`src/rtl/jtag_tap_master.sv`:
```
// Command-driven JTAG TAP sequencer: expands TLR / SHIFT_IR / SHIFT_DR / IDLE
// commands into registered TMS/TDI sequences and returns the captured TDO bits.
module jtag_tap_master #(
  parameter int MAX_LEN = 64,
  parameter int LEN_W   = 7
) (
  input  logic               tck,
  input  logic               trst,
  input  logic               cmd_valid,
  output logic               cmd_ready,
  input  logic [1:0]         cmd_op,
  input  logic [LEN_W-1:0]   cmd_len,
  input  logic [MAX_LEN-1:0] cmd_data,
  output logic               rsp_valid,
  input  logic               rsp_ready,
  output logic [MAX_LEN-1:0] rsp_data,
  output logic               rsp_err,
  output logic               tms_o,
  output logic               tdi_o,
  input  logic               tdo_i,
  output logic               busy
);

  localparam int CNT_W = LEN_W + 1;
  localparam int IDX_W = (MAX_LEN > 1) ? $clog2(MAX_LEN) : 1;

  localparam logic [1:0] OP_TLR  = 2'b00;
  localparam logic [1:0] OP_IR   = 2'b01;
  localparam logic [1:0] OP_DR   = 2'b10;
  localparam logic [1:0] OP_IDLE = 2'b11;

  typedef enum logic [2:0] {
    S_RESET,
    S_INIT_TLR,
    S_IDLE,
    S_RUN,
    S_RESP
  } state_t;

  state_t             state;
  logic [1:0]         op_q;
  logic               err_q;
  logic [CNT_W-1:0]   len_q;
  logic [MAX_LEN-1:0] data_q;
  logic [CNT_W-1:0]   cnt;

  logic [CNT_W-1:0] len_in;
  logic             reject;
  logic [CNT_W-1:0] pre;
  logic [CNT_W-1:0] shift_end;
  logic [CNT_W-1:0] total;
  logic [CNT_W-1:0] prev;
  logic [IDX_W-1:0] tdi_idx;
  logic [IDX_W-1:0] cap_idx;
  logic             is_shift;
  logic             cur_shift;
  logic             prev_shift;
  logic             seq_tms;
  logic             seq_tdi;

  assign len_in = {1'b0, cmd_len};
  assign reject = ((cmd_op == OP_IR) || (cmd_op == OP_DR)) &&
                  ((len_in == '0) || (len_in > CNT_W'(MAX_LEN)));

  // cnt is the index of the sequence value registered on the current edge;
  // prev is the index whose TDI bit the TAP is shifting right now.
  always_comb begin
    is_shift   = ((op_q == OP_IR) || (op_q == OP_DR)) && !err_q;
    pre        = (op_q == OP_IR) ? CNT_W'(4) : CNT_W'(3);
    shift_end  = pre + len_q;
    prev       = cnt - CNT_W'(1);
    tdi_idx    = IDX_W'(cnt - pre);
    cap_idx    = IDX_W'(prev - pre);
    cur_shift  = is_shift && (cnt >= pre) && (cnt < shift_end);
    prev_shift = is_shift && (prev >= pre) && (prev < shift_end);
    total      = CNT_W'(1);
    seq_tms    = 1'b0;
    seq_tdi    = 1'b1;
    if (!err_q) begin
      case (op_q)
        OP_TLR: begin
          total   = CNT_W'(6);
          seq_tms = (cnt < CNT_W'(5));
        end
        OP_IR, OP_DR: begin
          total = shift_end + CNT_W'(2);
          if (cnt < pre) begin
            seq_tms = (op_q == OP_IR) ? (cnt < CNT_W'(2)) : (cnt == '0);
          end else if (cur_shift) begin
            seq_tms = (cnt == shift_end - CNT_W'(1));
            seq_tdi = data_q[tdi_idx];
          end else begin
            seq_tms = (cnt == shift_end);
          end
        end
        default: begin
          total = (len_q == '0) ? CNT_W'(1) : len_q;
        end
      endcase
    end
  end

  // Main sequencer: reset, automatic TLR, command acceptance, run, response.
  always_ff @(posedge tck) begin
    if (trst) begin
      state     <= S_RESET;
      tms_o     <= 1'b1;
      tdi_o     <= 1'b1;
      busy      <= 1'b1;
      cmd_ready <= 1'b0;
      rsp_valid <= 1'b0;
      rsp_data  <= '0;
      rsp_err   <= 1'b0;
      op_q      <= OP_TLR;
      err_q     <= 1'b0;
      len_q     <= '0;
      data_q    <= '0;
      cnt       <= '0;
    end else begin
      case (state)
        S_RESET: begin
          tms_o <= 1'b1;
          tdi_o <= 1'b1;
          cnt   <= CNT_W'(1);
          state <= S_INIT_TLR;
        end
        S_INIT_TLR: begin
          if (cnt == total) begin
            tms_o     <= 1'b0;
            tdi_o     <= 1'b1;
            busy      <= 1'b0;
            cmd_ready <= 1'b1;
            state     <= S_IDLE;
          end else begin
            tms_o <= seq_tms;
            tdi_o <= seq_tdi;
            cnt   <= cnt + CNT_W'(1);
          end
        end
        S_IDLE: begin
          tms_o <= 1'b0;
          tdi_o <= 1'b1;
          if (cmd_valid) begin
            op_q      <= cmd_op;
            len_q     <= len_in;
            data_q    <= cmd_data;
            err_q     <= reject;
            cnt       <= CNT_W'(1);
            tms_o     <= (cmd_op != OP_IDLE) && !reject;
            cmd_ready <= 1'b0;
            busy      <= 1'b1;
            rsp_data  <= '0;
            rsp_err   <= 1'b0;
            state     <= S_RUN;
          end
        end
        S_RUN: begin
          if (prev_shift) begin
            rsp_data[cap_idx] <= tdo_i;
          end
          if (cnt == total) begin
            tms_o     <= 1'b0;
            tdi_o     <= 1'b1;
            busy      <= 1'b0;
            rsp_valid <= 1'b1;
            rsp_err   <= err_q;
            state     <= S_RESP;
          end else begin
            tms_o <= seq_tms;
            tdi_o <= seq_tdi;
            cnt   <= cnt + CNT_W'(1);
          end
        end
        S_RESP: begin
          if (rsp_ready) begin
            rsp_valid <= 1'b0;
            rsp_data  <= '0;
            rsp_err   <= 1'b0;
            cmd_ready <= 1'b1;
            state     <= S_IDLE;
          end
        end
        default: state <= S_RESET;
      endcase
    end
  end

endmodule

```
`config.mk`:
```
export PLATFORM = sky130hd
export DESIGN_NAME = jtag_tap_master
export DESIGN_NICKNAME = d
export VERILOG_FILES = /design/src/rtl/jtag_tap_master.sv
export SDC_FILE = /design/constraint.sdc
export NUM_CORES = 1
export LEC_CHECK = 0
export ABC_AREA = 1
export CORE_ASPECT_RATIO = 1.5
export CORE_MARGIN = 2
export CORE_UTILIZATION = 30
export DETAILED_ROUTE_END_ITERATION = 6
export HOLD_SLACK_MARGIN = 0.12
export PLACE_DENSITY_LB_ADDON = 0.1
export SLEW_MARGIN = 10
export SYNTH_ARGS = -nofsm -noshare
export SYNTH_HDL_FRONTEND = slang
export SYNTH_SLANG_ARGS = --single-unit
export TNS_END_PERCENT = 10
```
`constraint.sdc`:
```
create_clock -name tck -period 4 [get_ports tck]
set_clock_uncertainty 0.1 [all_clocks]
set_input_delay 0.4 -clock tck [delete_from_list [all_inputs] [get_ports tck]]
set_output_delay 0.4 -clock tck [all_outputs]
set_load 0.005 [all_outputs]
```
Word-level counts from Yosys, hierarchy flattened
Index checks and enable logic that the tools add are counted.
- bits in registers: 155
- input bits: 78
- output and inout bits: 70
- word-level logic and storage cells: 131
- $add $sub $neg: 7
- magnitude comparators: 11
- equal/unequal tests: 19
- muxes and demuxes: 46
- reductions and logical operators: 35
- operator list (operator ; count):
    two-way mux 64 bit ; 3
    case mux 64 bit (3 select lines) ; 1
    bitwise mux 64 bit ; 1
    equality test 8 bit ; 3
    logical NOT 8 bit ; 3
    two-way mux 8 bit ; 3
    case mux 8 bit (3 select lines) ; 1
    two-way mux 1 bit ; 20
    >= comparator 8 x 3 -> 1 bit ; 2
    < comparator 8 bit ; 2
    case mux 8 bit (2 select lines) ; 1
    AND reduction 4 bit ; 4
    subtractor 8 x 1 -> 8 bit, second input constant ; 2
    two-way mux 3 bit ; 5
    case mux 3 bit (5 select lines) ; 1
    < comparator 6 x 7 -> 1 bit, second input constant ; 2
    inequality test 2 bit, second input constant ; 7
    subtractor 6 x 3 -> 6 bit ; 2
    case mux 1 bit (3 select lines) ; 3
    AND reduction 3 bit ; 3
    nonzero test 3 bit ; 3
    adder 3 x 7 -> 8 bit ; 1
    adder 8 x 1 -> 8 bit, second input constant ; 1
    adder 8 x 2 -> 8 bit, second input constant ; 1
    other kinds (23) ; 43

Logic depth before layout (Yosys ltp)
- word-level depth: 11
- mapped depth: 26
- mapped depth without buffers: 26

Least setup slack after synthesis
Ideal clock, no wire load.
- path type: register -> register
- start point: register op_q[1]
- end point: register cnt[0]
- setup time: 122 ps
- arrival: 3217 ps
- data required time: 3778 ps
- slack: 561 ps
- cell stages (with the launch flop): 23
- path buffers: 1
- clock period less this slack: 3439 ps
- path through: dfxtp_1 inv_1 ha_1 inv_2 ha_1 fa_1 nand3_1 nand2_1 ha_1 nand2_1 nand2_1 o211ai_1 xor2_1 o21ai_0 nor2_1 nand3_1 nor2_2 nand2_4 nand2_4 nand2_4 buf_6 o21ai_1 nor2_1
- cells in the longest elaborated chain, start to end: 9
- elaborated cells on any way between the ends: 12
- classes of those cells: 2 x add/sub; 4 x eq/ne; 3 x mux; 3 x reduce/logical
- RTL lines (item ; RTL line ; RTL):
    from (decl) ; 41 ; logic [1:0] op_q;
    from (signal assigned) ; 144 ; op_q <= cmd_op;
    equality test 2 x 1 -> 1 bit ; 69, 80 ;
    two-way mux 3 bit ; 69 ; pre = (op_q == OP_IR) ? CNT_W'(4) : CNT_W'(3);
    adder 3 x 7 -> 8 bit ; 70 ; shift_end = pre + len_q;
    adder 8 x 2 -> 8 bit ; 86 ; total = shift_end + CNT_W'(2);
    case mux 8 bit (2 select lines) * ; 80 ; case (op_q)
    two-way mux 8 bit * ; 79 ; if (!err_q) begin
    equality test 8 bit * ; 128, 161 ;
    inequality test 2 bit (no line) * ; -- ;
    AND reduction 3 bit (no line) * ; -- ;
    to (signal assigned) ; 137 ; cnt <= cnt + CNT_W'(1);
    to (signal assigned) ; 171 ; cnt <= cnt + CNT_W'(1);
    to (decl) ; 45 ; logic [CNT_W-1:0] cnt;
Every way passes the cells marked *; elsewhere a longest branch is shown, timed or not.
A chain may end at the register's enable or synchronous reset.

Final worst setup path
- start point: register op_q[1]
- end point: register rsp_valid
- cells in the longest elaborated chain, start to end: 9
- elaborated cells on any way between the ends: 12
- classes of those cells: 2 x add/sub; 4 x eq/ne; 3 x mux; 3 x reduce/logical
- RTL lines (item ; RTL line ; RTL):
    equality test 2 x 1 -> 1 bit ; 69, 80 ;
    two-way mux 3 bit ; 69 ;
    adder 3 x 7 -> 8 bit ; 70 ;
    adder 8 x 2 -> 8 bit ; 86 ;
    case mux 8 bit (2 select lines) * ; 80 ;
    two-way mux 8 bit * ; 79 ;
    equality test 8 bit * ; 161 ; if (cnt == total) begin
    inequality test 2 bit (no line) * ; -- ;
    AND reduction 3 bit (no line) * ; -- ;
    to (signal assigned) ; 111 ; rsp_valid <= 1'b0;
    to (signal assigned) ; 165 ; rsp_valid <= 1'b1;
    to (signal assigned) ; 176 ; rsp_valid <= 1'b0;
    to (decl) ; 14 ; output logic rsp_valid,
Marked as above.

==> impl_metrics.tcl <==
set metrics [dict create \
    setup_viol 0 \
    setup-tns-final_ns 0 \
    yosys-top-cells-count "337 x nand2_1, 186 x nor2_1, 180 x a21oi_1, 155 x dfxtp_1, 106 x inv_1" \
    hold_ws_ns 0.350 \
    diodes 0 \
    cts-htree-levels 4 \
    max_stage_delay_ns 0.43 \
    crit_slowest_cell "fa_1" \
    yosysWarnings 0 \
    worst_ir_drop_vdd_v 0.000289 \
    drc 0 \
    synth.most_common_cell "nand2_1" \
    synth.yosys.seq_area_share_pct 34.8 \
    start_util_pct 30.4 \
    required_ns 4.26 \
    areaGrowthSynthToFinish_pct 29.2 \
    die_h_um 215 \
    hold_class "reg -> reg" \
    fmax_mhz 274 \
    dpl.hpwl_um 21600 \
    cts.sinks 155 \
    slew_headroom_pct 31.3 \
    total_power_mw 4.58 \
    synth_fp_nets 1496 \
    worstSetupEndpointType "flop" \
    nNetsFinal 1625 \
    syn-cell-area_um2 8930 \
    core_area_um2 29400 \
    grt_pass1_wl_um 47200 \
    async_flop_share_pct 0 \
    clockBufferDepth 2 \
    synth_top_area_cell "dfxtp_1" \
    io_pins 148 \
    period_share_pct 91.2 \
    die_w_um 145 \
    numPortBuffers 147 \
    cp_max_fo 6 \
    syn_avg_cell_area_um2 6.45 \
    fillers 3201 \
    vias_per_cell 4.87 \
    drive_above_1_share_pct 6.62 \
    antenna_found_initial 0 \
    detail-route-antenna-nets 0 \
    rsz0062_at_grt "false" \
    period_minus_slack_ns 3.65 \
    reg2reg_depth 20 \
    power_density_nw_per_um2 397 \
    vias 9348 \
    rows 77 \
    place_area_um2 10800 \
    drv_cap 0 \
    grt_max_degree 57 \
    status "completed" \
    clk_pin_slew_ns 0.06 \
    grt_usage_pct 19.3 \
    maxSlewViolCount 0 \
    worst_slew_pin_slew_ns 1.03 \
    crit_type "reg -> reg" \
    grt-ovfl-total 0 \
    leakage_nw 4.52 \
    synth_cells 1385 \
    clk_latency_ns 0.43 \
    yosysUniqueCellTypes 40 \
    synth_area_leaders "dfxtp_1 35%, nand2_1 14%, a21oi_1 10%" \
    numCtsBuffers 17 \
    path_cells "inv_1 -> ha_1 -> inv_2 -> ha_1 -> fa_1 -> nand3_1 -> nand2_2 -> ha_1 -> nand2_1 -> nand2_1 -> o211ai_1 -> xor2_1 -> o21ai_0 -> nor2_1 -> nand3_1 -> nor2_2 -> nand2_1 -> nor2_1 -> nand3_1 -> a21oi_1" \
    grt_pass1_vias 9030 \
    ys_ff_latch 155 \
    wirelength_um 29700 \
    die_area_um2 31200 \
    stdcell_area_um2 11500 \
    root_buffer "clkbuf_16" \
    gp_congestion 0.912 \
    finalHoldViolCount 0 \
    synth_ff_type "dfxtp_1" \
    synth_edf_count 0 \
    holdPathStages 2 \
    drt-pass1-iter-count 5 \
    tritoncts "done" \
    synth_top_area_share_pct 34.8 \
    start_kind "flop" \
    worst_ep_arrival_time_ns 3.91 \
    drt-initial-drc-count 348 \
    wire_per_inst_um 15.5 \
]
-- timing repair --
item / CTS / global route
setup endpoints to repair: 0 / 64
hold buffers: 1 / 0
endpoints found under the hold margin: 3 / 0
gates resized for setup: 0 / 4
buffers inserted: 0 / 2
-- layout by cell type, fill, tap and decap left out, types with 4 or more instances in the layout --
cell             count
a21oi_1            179
a21oi_2              4
buf_4               26
clkbuf_16           19
clkdlybuf4s50_1    146
dfxtp_1            155
ha_1                32
inv_1              106
nand2_1            335
nand2_2              7
nand2_4              6
nand3_1             94
nand3_2              6
nand3b_1             4
nand4_1             11
nor2_1             185
nor2_2               4
nor3_1              51
o211ai_1             5
o21ai_0             76
o21ai_1             10
xor2_1              15
-- power by group --
part | switching (mW) | total (mW) | internal [mW]
sequential | 0.0305 | 1.62 | 1.59
combinational | 0.827 | 1.25 | 0.425
clock | 0.687 | 1.71 | 1.02
-- cell families (layout without fill, tap and decap cells) --
| group | Yosys count | count (layout) | synth area share (%) |
|---|---|---|---|
| buf+inv | 182 | 322 | 8.27 |
| flops | 155 | 155 | 34.8 |
| compound gates | 287 | 288 | 16.7 |
| simple gates | 712 | 712 | 34.0 |
| fa+ha+maj | 33 | 33 | 4.71 |
| xor+xnor | 16 | 16 | 1.57 |
-- registers in the layout (all words and copies together), names as in the netlist --
signal	cells
tms_o	1
cmd_ready	1
err_q	1
data_q	64
cnt	8
rsp_valid	1
tdi_o	1
op_q	2
len_q	7
rsp_data	64
busy	1
state	3
rsp_err	1
-- metal layers --
layer  wire length (um)  vias to the layer above  track usage [%]  share of wire [%]
met5                  0                        -                0                  0
met4               1020                        0             8.32                3.4
met3               1320                       45             3.39                4.4
met2              15800                      246             35.3                 53
met1              11600                     4258             21.3                 39
li1                   -                     4799                -                  -
-- cell type report --
type,instances,area (um^2),area share [%]
Clock buffer,20,457,3.96
Clock inverter,11,158,1.37
Inverter,111,417,3.61
Multi-Input combinational cell,1049,5120,44.4
Sequential cell,155,3100,26.9
Tap cell,395,494,4.28
Timing Repair Buffer,180,1780,15.5
-- path summary, 6_finish.rpt --
check | start | to | slack (ns)
setup / recovery | op_q[1]$_SDFFE_PP0P_ | rsp_valid$_SDFFE_PP0P_ | 0.35
hold / removal | cmd_ready$_SDFFE_PP0P_ | cmd_ready$_SDFFE_PP0P_ | 0.35
setup reg to reg | op_q[1]$_SDFFE_PP0P_ | rsp_valid$_SDFFE_PP0P_ | 0.35
hold reg to reg | cmd_ready$_SDFFE_PP0P_ | cmd_ready$_SDFFE_PP0P_ | 0.35
-- per-stage QoR --
stage                     setup WS (ns)  instances  util, %
after global routing            0.00987       1921     39.3
after floorplan                   0.561       1385        -
after detailed placement          0.249       1883     36.8
after CTS                         0.210       1915     38.9
after global placement            0.337       1883     36.8
final                             0.350       1921     39.3
-- critical path, delay by kind of cell (launching register included) --
kind	cells	cell delay [ns]
buffers and inverters	2	0.15
and+or+nand+nor	10	1.35
AOI/OAI and AO/OA	3	0.36
adders and majority gates	4	1.14
DFF	1	0.31
xor gates and xnor gates	1	0.15
Power figures use the tool's default switching activity.
